File: src/rtl/change_dispenser_pkg.sv
// Shared definitions for the change path: state encoding, coin values and
// helpers for choosing a coin and working out the change value.
package vending_pkg;

  localparam int REM_W   = 6;
  localparam int COIN_10 = 10;
  localparam int COIN_5  = 5;
  localparam int COIN_1  = 1;

  typedef enum logic [1:0] {
    ST_IDLE  = 2'd0,
    ST_PULSE = 2'd1,
    ST_GAP   = 2'd2,
    ST_DONE  = 2'd3
  } state_t;

  typedef enum logic [1:0] {
    SEL_NONE = 2'd0,
    SEL_10   = 2'd1,
    SEL_5    = 2'd2,
    SEL_1    = 2'd3
  } coin_sel_t;

  // Highest denomination that still has coins left to eject.
  function automatic coin_sel_t pick_coin(input logic [1:0] n10, input logic n5,
                                          input logic [2:0] n1);
    coin_sel_t sel;
    if (n10 != 2'd0)     sel = SEL_10;
    else if (n5)         sel = SEL_5;
    else if (n1 != 3'd0) sel = SEL_1;
    else                 sel = SEL_NONE;
    return sel;
  endfunction

  function automatic logic [REM_W-1:0] coin_value(input coin_sel_t sel);
    logic [REM_W-1:0] val;
    case (sel)
      SEL_10:  val = REM_W'(COIN_10);
      SEL_5:   val = REM_W'(COIN_5);
      SEL_1:   val = REM_W'(COIN_1);
      default: val = '0;
    endcase
    return val;
  endfunction

  // Maximum is 3*10 + 5 + 7 = 42, so the sum never overflows REM_W bits.
  function automatic logic [REM_W-1:0] change_value(input logic [1:0] n10, input logic n5,
                                                    input logic [2:0] n1);
    return REM_W'(COIN_10) * {4'b0, n10}
         + REM_W'(COIN_5)  * {5'b0, n5}
         + REM_W'(COIN_1)  * {3'b0, n1};
  endfunction

endpackage

File: src/rtl/change_dispenser_if.sv
// Request/eject/status bundle between the vending control logic and the
// coin dispenser.
interface change_dispenser_if
  import vending_pkg::*;
  ();

  logic             i_start;
  logic [1:0]       i_num_10;
  logic             i_num_5;
  logic [2:0]       i_num_1;
  logic             o_eject_10;
  logic             o_eject_5;
  logic             o_eject_1;
  logic [REM_W-1:0] o_remaining;
  logic             o_busy;
  logic             o_done;

  modport master (
    output i_start, i_num_10, i_num_5, i_num_1,
    input  o_eject_10, o_eject_5, o_eject_1, o_remaining, o_busy, o_done
  );

  modport slave (
    input  i_start, i_num_10, i_num_5, i_num_1,
    output o_eject_10, o_eject_5, o_eject_1, o_remaining, o_busy, o_done
  );

endinterface

File: src/rtl/change_dispenser_timer.sv
// Loadable down-counter timing both the eject pulse and the gap after it.
// Loading L-1 gives an expire flag on the L-th cycle after the load edge.
module dispense_timer #(
  parameter int CNT_W = 9
) (
  input  logic             clk,
  input  logic             reset,
  input  logic             i_load,
  input  logic [CNT_W-1:0] i_load_val,
  output logic             o_expire
);

  logic [CNT_W-1:0] r_cnt;

  // Count down to zero and park there until the next load.
  always_ff @(posedge clk) begin
    if (reset)             r_cnt <= '0;
    else if (i_load)       r_cnt <= i_load_val;
    else if (r_cnt != '0)  r_cnt <= r_cnt - CNT_W'(1);
  end

  assign o_expire = (r_cnt == '0);

endmodule

File: src/rtl/change_dispenser.sv
// Coin dispenser: latches the change counts and ejects coins one at a time,
// highest denomination first, with a fixed pulse and gap per coin.
//
// state    | meaning
// ---------+------------------------------------------------------------
// ST_IDLE  | waiting for i_start; counts latched on the accepting edge
// ST_PULSE | eject line of the current denomination held high
// ST_GAP   | all eject lines low between coins
// ST_DONE  | one-cycle completion pulse, then back to idle
module change_dispenser
  import vending_pkg::*;
#(
  parameter int PULSE_LEN = 200,
  parameter int GAP_LEN   = 300,
  parameter int CNT_W     = 9
) (
  input  logic               clk,
  input  logic               reset,
  change_dispenser_if.slave  bus
);

  state_t           r_state, w_state_nxt;
  logic [1:0]       r_n10, w_n10_nxt;
  logic             r_n5, w_n5_nxt;
  logic [2:0]       r_n1, w_n1_nxt;
  logic [REM_W-1:0] r_remaining, w_rem_nxt;
  logic             r_eject_10, r_eject_5, r_eject_1, r_busy, r_done;
  coin_sel_t        w_sel, w_sel_nxt;
  logic             w_load, w_expire;
  logic [CNT_W-1:0] w_load_val;

  dispense_timer #(.CNT_W(CNT_W)) u_timer (
    .clk        (clk),
    .reset      (reset),
    .i_load     (w_load),
    .i_load_val (w_load_val),
    .o_expire   (w_expire)
  );

  assign w_sel = pick_coin(r_n10, r_n5, r_n1);

  // Next state, next coin counts and next remaining value.
  always_comb begin
    w_state_nxt = r_state;
    w_n10_nxt   = r_n10;
    w_n5_nxt    = r_n5;
    w_n1_nxt    = r_n1;
    w_rem_nxt   = r_remaining;
    case (r_state)
      ST_IDLE: begin
        if (bus.i_start) begin
          w_n10_nxt   = bus.i_num_10;
          w_n5_nxt    = bus.i_num_5;
          w_n1_nxt    = bus.i_num_1;
          w_rem_nxt   = change_value(bus.i_num_10, bus.i_num_5, bus.i_num_1);
          w_state_nxt = (w_rem_nxt != '0) ? ST_PULSE : ST_DONE;
        end
      end
      ST_PULSE: begin
        if (w_expire) begin
          case (w_sel)
            SEL_10:  w_n10_nxt = r_n10 - 2'd1;
            SEL_5:   w_n5_nxt  = 1'b0;
            SEL_1:   w_n1_nxt  = r_n1 - 3'd1;
            default: ;
          endcase
          w_rem_nxt   = r_remaining - coin_value(w_sel);
          w_state_nxt = ST_GAP;
        end
      end
      ST_GAP: begin
        if (w_expire)
          w_state_nxt = (w_sel != SEL_NONE) ? ST_PULSE : ST_DONE;
      end
      default: w_state_nxt = ST_IDLE;
    endcase
  end

  // The timer is reloaded on every edge that enters PULSE or GAP.
  always_comb begin
    w_load     = ((w_state_nxt == ST_PULSE) && (r_state != ST_PULSE)) ||
                 ((w_state_nxt == ST_GAP)   && (r_state != ST_GAP));
    w_load_val = (w_state_nxt == ST_PULSE) ? CNT_W'(PULSE_LEN - 1) : CNT_W'(GAP_LEN - 1);
    w_sel_nxt  = pick_coin(w_n10_nxt, w_n5_nxt, w_n1_nxt);
  end

  // State, latched counts and registered outputs derived from the next state.
  always_ff @(posedge clk) begin
    if (reset) begin
      r_state     <= ST_IDLE;
      r_n10       <= '0;
      r_n5        <= 1'b0;
      r_n1        <= '0;
      r_remaining <= '0;
      r_eject_10  <= 1'b0;
      r_eject_5   <= 1'b0;
      r_eject_1   <= 1'b0;
      r_busy      <= 1'b0;
      r_done      <= 1'b0;
    end else begin
      r_state     <= w_state_nxt;
      r_n10       <= w_n10_nxt;
      r_n5        <= w_n5_nxt;
      r_n1        <= w_n1_nxt;
      r_remaining <= w_rem_nxt;
      r_eject_10  <= (w_state_nxt == ST_PULSE) && (w_sel_nxt == SEL_10);
      r_eject_5   <= (w_state_nxt == ST_PULSE) && (w_sel_nxt == SEL_5);
      r_eject_1   <= (w_state_nxt == ST_PULSE) && (w_sel_nxt == SEL_1);
      r_busy      <= (w_state_nxt == ST_PULSE) || (w_state_nxt == ST_GAP);
      r_done      <= (w_state_nxt == ST_DONE);
    end
  end

  assign bus.o_eject_10  = r_eject_10;
  assign bus.o_eject_5   = r_eject_5;
  assign bus.o_eject_1   = r_eject_1;
  assign bus.o_remaining = r_remaining;
  assign bus.o_busy      = r_busy;
  assign bus.o_done      = r_done;

endmodule

File: src/flat_wrapper.sv
// flat-port wrapper written by rule: the top's interface ports become plain ports
module change_dispenser_flat import vending_pkg::*;
#(
  parameter int PULSE_LEN = 200,
  parameter int GAP_LEN   = 300,
  parameter int CNT_W     = 9
)
  (clk, reset, bus_i_start, bus_i_num_10, bus_i_num_5, bus_i_num_1, bus_o_eject_10, bus_o_eject_5, bus_o_eject_1, bus_o_remaining, bus_o_busy, bus_o_done);
  change_dispenser_if bus_i ();
  input  logic clk;
  input  logic reset;
  input wire logic [$bits(bus_i.i_start)-1:0] bus_i_start;
  input wire logic [$bits(bus_i.i_num_10)-1:0] bus_i_num_10;
  input wire logic [$bits(bus_i.i_num_5)-1:0] bus_i_num_5;
  input wire logic [$bits(bus_i.i_num_1)-1:0] bus_i_num_1;
  output wire logic [$bits(bus_i.o_eject_10)-1:0] bus_o_eject_10;
  output wire logic [$bits(bus_i.o_eject_5)-1:0] bus_o_eject_5;
  output wire logic [$bits(bus_i.o_eject_1)-1:0] bus_o_eject_1;
  output wire logic [$bits(bus_i.o_remaining)-1:0] bus_o_remaining;
  output wire logic [$bits(bus_i.o_busy)-1:0] bus_o_busy;
  output wire logic [$bits(bus_i.o_done)-1:0] bus_o_done;
  assign bus_i.i_start = bus_i_start;
  assign bus_i.i_num_10 = bus_i_num_10;
  assign bus_i.i_num_5 = bus_i_num_5;
  assign bus_i.i_num_1 = bus_i_num_1;
  assign bus_o_eject_10 = bus_i.o_eject_10;
  assign bus_o_eject_5 = bus_i.o_eject_5;
  assign bus_o_eject_1 = bus_i.o_eject_1;
  assign bus_o_remaining = bus_i.o_remaining;
  assign bus_o_busy = bus_i.o_busy;
  assign bus_o_done = bus_i.o_done;
  change_dispenser #(.PULSE_LEN(PULSE_LEN), .GAP_LEN(GAP_LEN), .CNT_W(CNT_W)) u_core (.clk(clk), .reset(reset), .bus(bus_i));
endmodule
File: config.mk
export PLATFORM = sky130hd
export DESIGN_NAME = change_dispenser_flat
export DESIGN_NICKNAME = d
export VERILOG_FILES = /design/src/rtl/change_dispenser_pkg.sv /design/src/rtl/change_dispenser_if.sv /design/src/rtl/change_dispenser_timer.sv /design/src/rtl/change_dispenser.sv /design/src/flat_wrapper.sv
export SDC_FILE = /design/constraint.sdc
export NUM_CORES = 1
export LEC_CHECK = 0
export ABC_CLOCK_PERIOD_IN_PS = 6100
export CORE_ASPECT_RATIO = 1.2
export CORE_MARGIN = 4
export CORE_UTILIZATION = 25
export CTS_CLUSTER_DIAMETER = 30
export CTS_CLUSTER_SIZE = 28
export DETAILED_ROUTE_END_ITERATION = 6
export PLACE_DENSITY = 0.49
export RECOVER_POWER = 100
export SYNTH_ARGS = -nofsm -noshare
export SYNTH_HDL_FRONTEND = slang
export SYNTH_HIERARCHICAL = 1
export SYNTH_SLANG_ARGS = --single-unit
export TNS_END_PERCENT = 20
File: constraint.sdc
create_clock -name clk -period 6.1 [get_ports clk]
set_input_delay 1.83 -clock clk [delete_from_list [all_inputs] [get_ports clk]]
set_output_delay 1.83 -clock clk [all_outputs]
set_load 0.01 [all_outputs]
==> results.md, run 1 <==
- Status: completed
- Layout cell share with drive strength beyond 1: 0.0508
- Clock Skews: 0.00770 ns
- Worst hold slack: 0.499 ns
- Antenna viol nets, final: 0
- FF-to-FF setup slack: 1.93 ns
- Worst Setup Start Kind: input port
- Pre-Repair DR Iteration Count: 4
- IO Count: 20
- Via count: 1,706
- Number of buffers created by CTS: 3
- Vias in the first global route: 1,699
- MaxCap Viol Count: 0
- Comb pwr share: 0.533
- Largest net degree at the start of global routing: 33
- H-tree depth: 1
- CTS max path bufs: 2
- CTS Sinks: 28
- DRT Wirelength: 4.86 mm
- VDD IR max: 0.116 mV
- Minimum clock period: 5.60 ns
- Initial antenna violation count: 0
- Mapped cell area: 2000 um2
- Routed len/inst: 14.0 um
- Worst Setup EP: u_core/u_timer/r_cnt[4]
- Final TNS setup: 0 ns
- GR Util All Layers: 0.105
- Register area: 561 um2
- Synth area leader: dfxtp_1
- Sw power: 395 uW
- GRT Residual Overflow: 0
- Yosys cell types: 55
- Yosys reg bits: 28
- Ys flop type: dfxtp_1
- Worst r2r src: u_core/u_timer/r_cnt[0]
- CTS Root Buffer Type: clkbuf_8
- Sw Ratio: 0.423
- Die Y: 106 um
- Final slew viol count: 0
- Syn avg cell area: 8.31 um2
- CP Class: in2reg
- Syn-to-layout area delta: 14.3%
- # port buffers: 19
- Final net count: 286
- HP Class: reg2reg
- Max_slew headroom: 0.501
- Post-synth top area share: 0.280
- Area taken by multi-input logic gates: 1240 um2
- Reg-to-Reg End: u_core/u_timer/r_cnt[4]
- Worst-margin pin slew: 0.740 ns
- N_diodes: 0
- Initial drt markers: 65
- Crit path max fanout: 8
- Final worst path period share: 0.918
- Crit path from: bus_i_num_10[0]
- Final Hold Violating Endpoints: 0
- Cell Rows: 35
- Clock transition at path regs: 0.10 ns
- P per Cell Area: 408 nW/um2
- Req. time, crit path: 6.26 ns
- Fmax: 179 MHz
- LEAKAGE: 0.000945 uW
- Area contributors post-synth: dfxtp_1, ha_1, inv_1, nor2_1, nand2_1
- Count leader, synth: dfxtp_1
- Core Box Area: 7750 um2
- Clk_lat worst skew: 0.28 ns
- Int Power: 539 uW
- Starting density of the core: 0.258
- Setup violators final: 0
- YS warnings: 6
- Async S/R FF share, synth: 0
- Clock share of power: 0.159
- Post-CTS Setup Bufs: 0
- Post-cts hold buffer count: 0
- Die area: 9510 um2
- Capturing element type of the critical path: flop
- Number of flops mapped to enable cells by yosys: 0
- Vias/cell: 4.90
- Routability cong.: 0.797
- Sequential power share: 0.308
- Hpwl dp: 3.78 mm
- Sequential area share after synthesis: 0.280
- RSZ-0062 raised after global routing: false
- Reg2Reg Depth: 13
- Remaining DRCs: 0
- Synth top cells by count: dfxtp_1, inv_1, nor2_1
- CTS resizes: 0
- Start point of the worst hold path: u_core/bus.o_remaining[0]
- FILL cells: 838
- Die W: 89.7 um
- Cells after Synth: 241
- Arr. time, crit path: 5.76 ns
- Global-route wire length before repair: 8.34 mm
- CTS tree: yes
## metal layers
layer  vias up  track usage  wire length, um
li1        879            -                -
met1       813        0.131             2310
met2        12        0.190             2430
met3         2       0.0156               89
met4         0       0.0263               34
met5         -            0                0
## final cells by class
class	count	area share
inverters	24	0.0393
flip-flops and latches	28	0.245
repair buffers	22	0.0918
clock inverters	1	0.0131
multi-input cells	178	0.543
well taps	92	0.0503
clock buffers	3	0.0180
## worst min-delay path by stage
stage                     slack, ns                         to  depth (start not counted)
after global placement         0.49  u_core/bus.o_remaining[1]                          2
after floorplan                0.50  u_core/bus.o_remaining[1]                          2
final                          0.50  u_core/bus.o_remaining[0]                          2
after CTS                      0.50  u_core/bus.o_remaining[0]                          2
after detailed placement       0.49  u_core/bus.o_remaining[0]                          2
after global routing           0.52  u_core/bus.o_remaining[0]                          2
## cells in the final DEF, fill, tap and decap left out, types with 2 or more instances in the layout
| cell | Yosys | layout |
|---|---|---|
| conb_1 | 2 | 3 |
| a211oi_1 | 8 | 8 |
| fa_1 | 3 | 3 |
| nor2b_1 | 9 | 9 |
| a31oi_1 | 3 | 3 |
| mux2i_1 | 2 | 2 |
| nand2b_1 | 4 | 4 |
| o311a_1 | 2 | 2 |
| nor4_1 | 4 | 5 |
| nor4b_1 | 2 | 2 |
| clkdlybuf4s50_1 | 0 | 6 |
| clkbuf_8 | 0 | 3 |
| ha_1 | 17 | 17 |
| a221oi_1 | 2 | 3 |
| nor3b_1 | 2 | 3 |
| o21a_1 | 3 | 3 |
| a21oi_1 | 8 | 8 |
| xor2_1 | 3 | 3 |
| nor3_1 | 14 | 14 |
| nand3_1 | 3 | 3 |
| nor2_1 | 23 | 23 |
| mux2_2 | 2 | 2 |
| nand2_1 | 19 | 19 |
| dfxtp_1 | 28 | 28 |
| dlygate4sd3_1 | 0 | 13 |
| and3_1 | 3 | 3 |
| xnor2_1 | 3 | 3 |
| a22o_1 | 3 | 3 |
| o21ai_0 | 5 | 7 |
| buf_4 | 1 | 2 |
| inv_1 | 24 | 24 |
## cells by family (layout without fill, tap and decap cells)
group,Yosys count,in the layout,synth area share
flip-flops,28,28,0.280
adder cells (fa/ha/maj),20,20,0.136
multiplexers,4,4,0.0212
other,2,3,0.00375
AND/OR/NAND/NOR,93,93,0.251
buffers and inverters,36,50,0.0793
XOR/XNOR,6,6,0.0262
AO/OA/AOI/OAI,52,52,0.202
## state kept, by name, summed over array words and instances (netlist names)
| signal | cells |
|---|---|
| u_core/r_n1 | 3 |
| u_core/r_state | 2 |
| u_core/r_n5 | 1 |
| u_core/bus.o_eject_1 | 1 |
| u_core/u_timer/r_cnt | 9 |
| u_core/bus.o_done | 1 |
| u_core/bus.o_busy | 1 |
| u_core/bus.o_remaining | 6 |
| u_core/bus.o_eject_10 | 1 |
| u_core/bus.o_eject_5 | 1 |
| u_core/r_n10 | 2 |
## critical path, stage by stage
cell	delay (ns)
dlygate4sd3_1	0.61
ha_1	0.31
ha_1	0.17
inv_1	0.06
fa_1	0.39
xnor2_1	0.22
nor4b_1	0.07
and3_1	0.18
a221oi_1	0.49
ha_1	0.36
inv_1	0.16
a31oi_1	0.44
clkbuf_2	0.27
nor2b_1	0.15
nor3_1	0.05
## power by group through the flow
stage / Sequential [uW] / Combinational, uW / Clock (uW)
after global placement: 295 / 521 / 0
after global routing: 298 / 565 / 164
final: 287 / 498 / 149
after CTS: 291 / 526 / 154
after detailed placement: 296 / 523 / 0
after floorplan: 285 / 401 / 0
## through the flow
step | worst slack, ns | instance area, um2 | utilization | power (uW) | cells
finish | 0.501 | 2290 | 0.295 | 934 | 348
global route | 0.0826 | 2290 | 0.295 | 1030 | 348
CTS | 0.466 | 2340 | 0.302 | 971 | 348
detailed placement | 0.175 | 2270 | 0.292 | 818 | 344
global placement | 0.305 | 2270 | 0.292 | 816 | 344
floorplan | 1.11 | 2010 | - | 686 | 242
Power figures use the tool's default switching activity.
==> run 2: changes to the inputs <==
--- a/config.mk
+++ b/config.mk
@@ -9,7 +9,7 @@
 export CORE_ASPECT_RATIO = 1.2
 export CORE_MARGIN = 4
 export CORE_UTILIZATION = 25
-export CTS_CLUSTER_DIAMETER = 30
+export CTS_CLUSTER_DIAMETER = 60
 export CTS_CLUSTER_SIZE = 28
 export DETAILED_ROUTE_END_ITERATION = 6
 export PLACE_DENSITY = 0.49
==> results of run 2 <==
Final layout, timing and power as in run 1 (identical DEF).
==> run 3: changes to the inputs <==
--- a/config.mk
+++ b/config.mk
@@ -7,13 +7,15 @@
 export LEC_CHECK = 0
 export ABC_CLOCK_PERIOD_IN_PS = 6100
 export CORE_ASPECT_RATIO = 1.2
-export CORE_MARGIN = 4
+export CORE_MARGIN = 2
 export CORE_UTILIZATION = 25
+export CTS_BUF_LIST = sky130_fd_sc_hd__clkbuf_4
 export CTS_CLUSTER_DIAMETER = 60
 export CTS_CLUSTER_SIZE = 28
 export DETAILED_ROUTE_END_ITERATION = 6
 export PLACE_DENSITY = 0.49
 export RECOVER_POWER = 100
+export SETUP_SLACK_MARGIN = 0.15
 export SYNTH_ARGS = -nofsm -noshare
 export SYNTH_HDL_FRONTEND = slang
 export SYNTH_HIERARCHICAL = 1
==> run 3 against run 2 <==
Global-route usage increased by 0.87 points. Maximum frequency increased by 1.1%. Register-to-register slack improved by 0.02 ns. Clock-buffer cell count unchanged. Routed wire length decreased by 2.1%. Clock power decreased by 17%. Clock skew about the same. First-iteration DRC count decreased by 17%. Worst setup slack improved by 0.063 ns. Non-clock buffer count increased by 1. Die area decreased by 8.1%.
==> results.md, run 3 (synthesis gave the netlist of run 1 again) <==
- Status: completed
- Metal3 WL: 114 um (+28%)
- Layout cell share with drive strength beyond 1: 0.0389 (-0.0119)
- Top Family by Delay on Critical Path: adder cells
- Hold EP: u_core/bus.o_remaining[1]
- Core Box Area: 7710 um2 (-0.56%)
- Worst Path Buf+Inv: 3 (-1)
- N_diodes: 0 (unchanged)
- Post-cts hold buffer count: 0 (unchanged)
- Die Y: 102 um (-3.8%)
- Commonest non-fill, non-tap cell in the layout: dfxtp_1
- Arr. time, crit path: 5.77 ns (about the same)
- Max_slew headroom: 0.446 (-0.0544)
- Reg-to-Reg End: u_core/u_timer/r_cnt[4]
- GRT Residual Overflow: 0 (unchanged)
- Reg2Reg Depth: 13 (unchanged)
- FF-to-FF setup slack: 1.95 ns (+0.02 ns)
- MaxCap Viol Count: 0 (unchanged)
- Worst-margin pin slew: 0.829 ns (+0.0893 ns)
- Max reg flops: 9 (unchanged)
- Start point of the worst hold path: u_core/bus.o_remaining[1]
- Hpwl dp: 3.71 mm (-2.1%)
- DRT Wirelength: 4.76 mm (-2.1%)
- Final TNS setup: 0 ns (unchanged)
- H-tree depth: 1 (unchanged)
- Via count: 1,749 (+2.5%)
- Cell Rows: 35 (unchanged)
- Metal2 WL: 2.36 mm (-2.9%)
- Vias in the first global route: 1,711 (+0.71%)
- # port buffers: 19 (unchanged)
- HP Class: reg2reg
- CTS max path bufs: 2 (unchanged)
- Routability cong.: 0.796 (about the same)
- Fmax: 181 MHz (+1.1%)
- Top layer in use: met4
- LEAKAGE: 0.000935 uW (-1.0%)
- RSZ-0062 raised after global routing: false
- IO Count: 20 (unchanged)
- Overall Power: 906 uW (-3.0%)
- Remaining DRCs: 0 (unchanged)
- Req. time, crit path: 6.33 ns (+0.07 ns)
- Minimum clock period: 5.54 ns (-0.0631 ns)
- Number of buffers created by CTS: 3 (unchanged)
- FILL cells: 857 (+2.3%)
- Clock transition at path regs: 0.16 ns (+0.06 ns)
- Initial drt markers: 54 (-17%)
- Clk_lat worst skew: 0.33 ns (+0.05 ns)
- Routed len/inst: 13.6 um (-2.4%)
- Global-route wire length before repair: 8.07 mm (-3.2%)
- Worst r2r src: u_core/u_timer/r_cnt[0]
- CTS Sinks: 28 (unchanged)
- Crit path cell chain: dlygate4sd3_1, inv_1, fa_1, fa_1, xnor2_1, nor4b_1, and3_1, a221oi_1, ha_1, a21oi_1, a31oi_1, clkbuf_1, nor2b_1, nor3_1
- Vias/cell: 5.01 (+2.2%)
- CTS tree: yes
- Starting density of the core: 0.260 (+0.00147)
- CTS resizes: 0 (unchanged)
- CTS Root Buffer Type: clkbuf_4
- Syn-to-layout area delta: 13.9%
- Hold depth: 2 (unchanged)
- CP Class: in2reg
- Die W: 85.7 um (-4.5%)
- Post-CTS Setup Bufs: 0 (unchanged)
- Final slew viol count: 0 (unchanged)
- Initial antenna violation count: 0 (unchanged)
- Largest net degree at the start of global routing: 33 (unchanged)
- Clock Skews: 0.00725 ns (-0.000454 ns)
- Most frequent CP cell: fa_1
- Final net count: 287 (+0.35%)
- P per Cell Area: 397 nW/um2 (-2.6%)
- Commonest cells after routing, fill and taps aside: dfxtp_1, inv_1, nor2_1
- Final worst path period share: 0.907 (-0.0103)
- M1 wire length: 2.22 mm (-3.9%)
- Crit path max fanout: 8 (unchanged)
- Setup violators final: 0 (unchanged)
- Antenna viol nets, final: 0 (unchanged)
- Die area: 8750 um2 (-8.1%)
- GR Util All Layers: 0.114 (+0.00869)
- VDD IR max: 0.120 mV (+4.1%)
- Slowest CP cell: dlygate4sd3_1
- Capturing element type of the critical path: flop
- Worst Setup Start Kind: input port
- Reg with most FFs: u_core/u_timer/r_cnt
- Critical Path Max Stage Delay: 0.55 ns (-0.06 ns)
- Final Hold Violating Endpoints: 0 (unchanged)
- Pre-Repair DR Iteration Count: 4 (unchanged)
[run 3: changes by cell type in the layout (fill, tap and decap cells not counted), sizes merged]
cell | previous run | this run
clkdlybuf4s50 | 6 | 7
clkbuf | 4 | 5
dlygate4sd3 | 13 | 12
[run 3: through the flow]
step                area, um2  worst slack [ns]  std cells  hold slack [ns]  utilization
finish                   2280             0.565        349            0.503        0.296
global placement         2270             0.411        345            0.484        0.295
floorplan                2010              1.11        242            0.504            -
detailed placement       2270             0.315        345            0.491        0.295
CTS                      2330             0.695        349            0.512        0.302
global route             2280             0.193        349            0.540        0.296
[run 3: power by group]
group / internal, uW / leakage (uW) / total [uW] / switching, uW
Combinational: 214 / 0.000677 / 495 / 281
Clock: 66.5 / 0.0000279 / 124 / 57.6
Sequential: 235 / 0.000231 / 287 / 52.6
[run 3: final cells by class]
type / instances / area, um2 / area share
multi-input cells: 178 / 1250 / 0.548
flip-flops and latches: 28 / 561 / 0.246
repair buffers: 23 / 213 / 0.0933
well taps: 92 / 115 / 0.0505
inverters: 24 / 90.1 / 0.0395
clock inverters: 1 / 30.0 / 0.0132
clock buffers: 3 / 22.5 / 0.00987
[run 3: how the worst max path moves through the flow]
stage | startpoint | end | slack [ns] | cells past startpoint
5_1_grt | bus_i_num_10[1] | u_core/u_timer/r_cnt[8] | 0.19 | 15
6_report | bus_i_num_10[1] | u_core/u_timer/r_cnt[4] | 0.56 | 14
2_1_floorplan | bus_i_num_10[1] | u_core/u_timer/r_cnt[0] | 1.11 | 14
3_3_place_gp | bus_i_num_10[1] | u_core/u_timer/r_cnt[3] | 0.41 | 13
3_5_place_dp | bus_i_num_10[1] | u_core/u_timer/r_cnt[3] | 0.32 | 13
4_1_cts | bus_i_num_10[1] | u_core/u_timer/r_cnt[3] | 0.69 | 13
[run 3: tightest hold or removal path: stages, from the launching register on]
cell and delay, ns:
dfxtp_1 0.36, nand2_1 0.06, a21oi_1 0.05
[run 3: layer usage]
metal  vias to the layer above  GRT usage
li1                        892          -
met4                         0     0.0366
met3                         6     0.0153
met2                        29      0.201
met5                         -          0
met1                       822      0.143
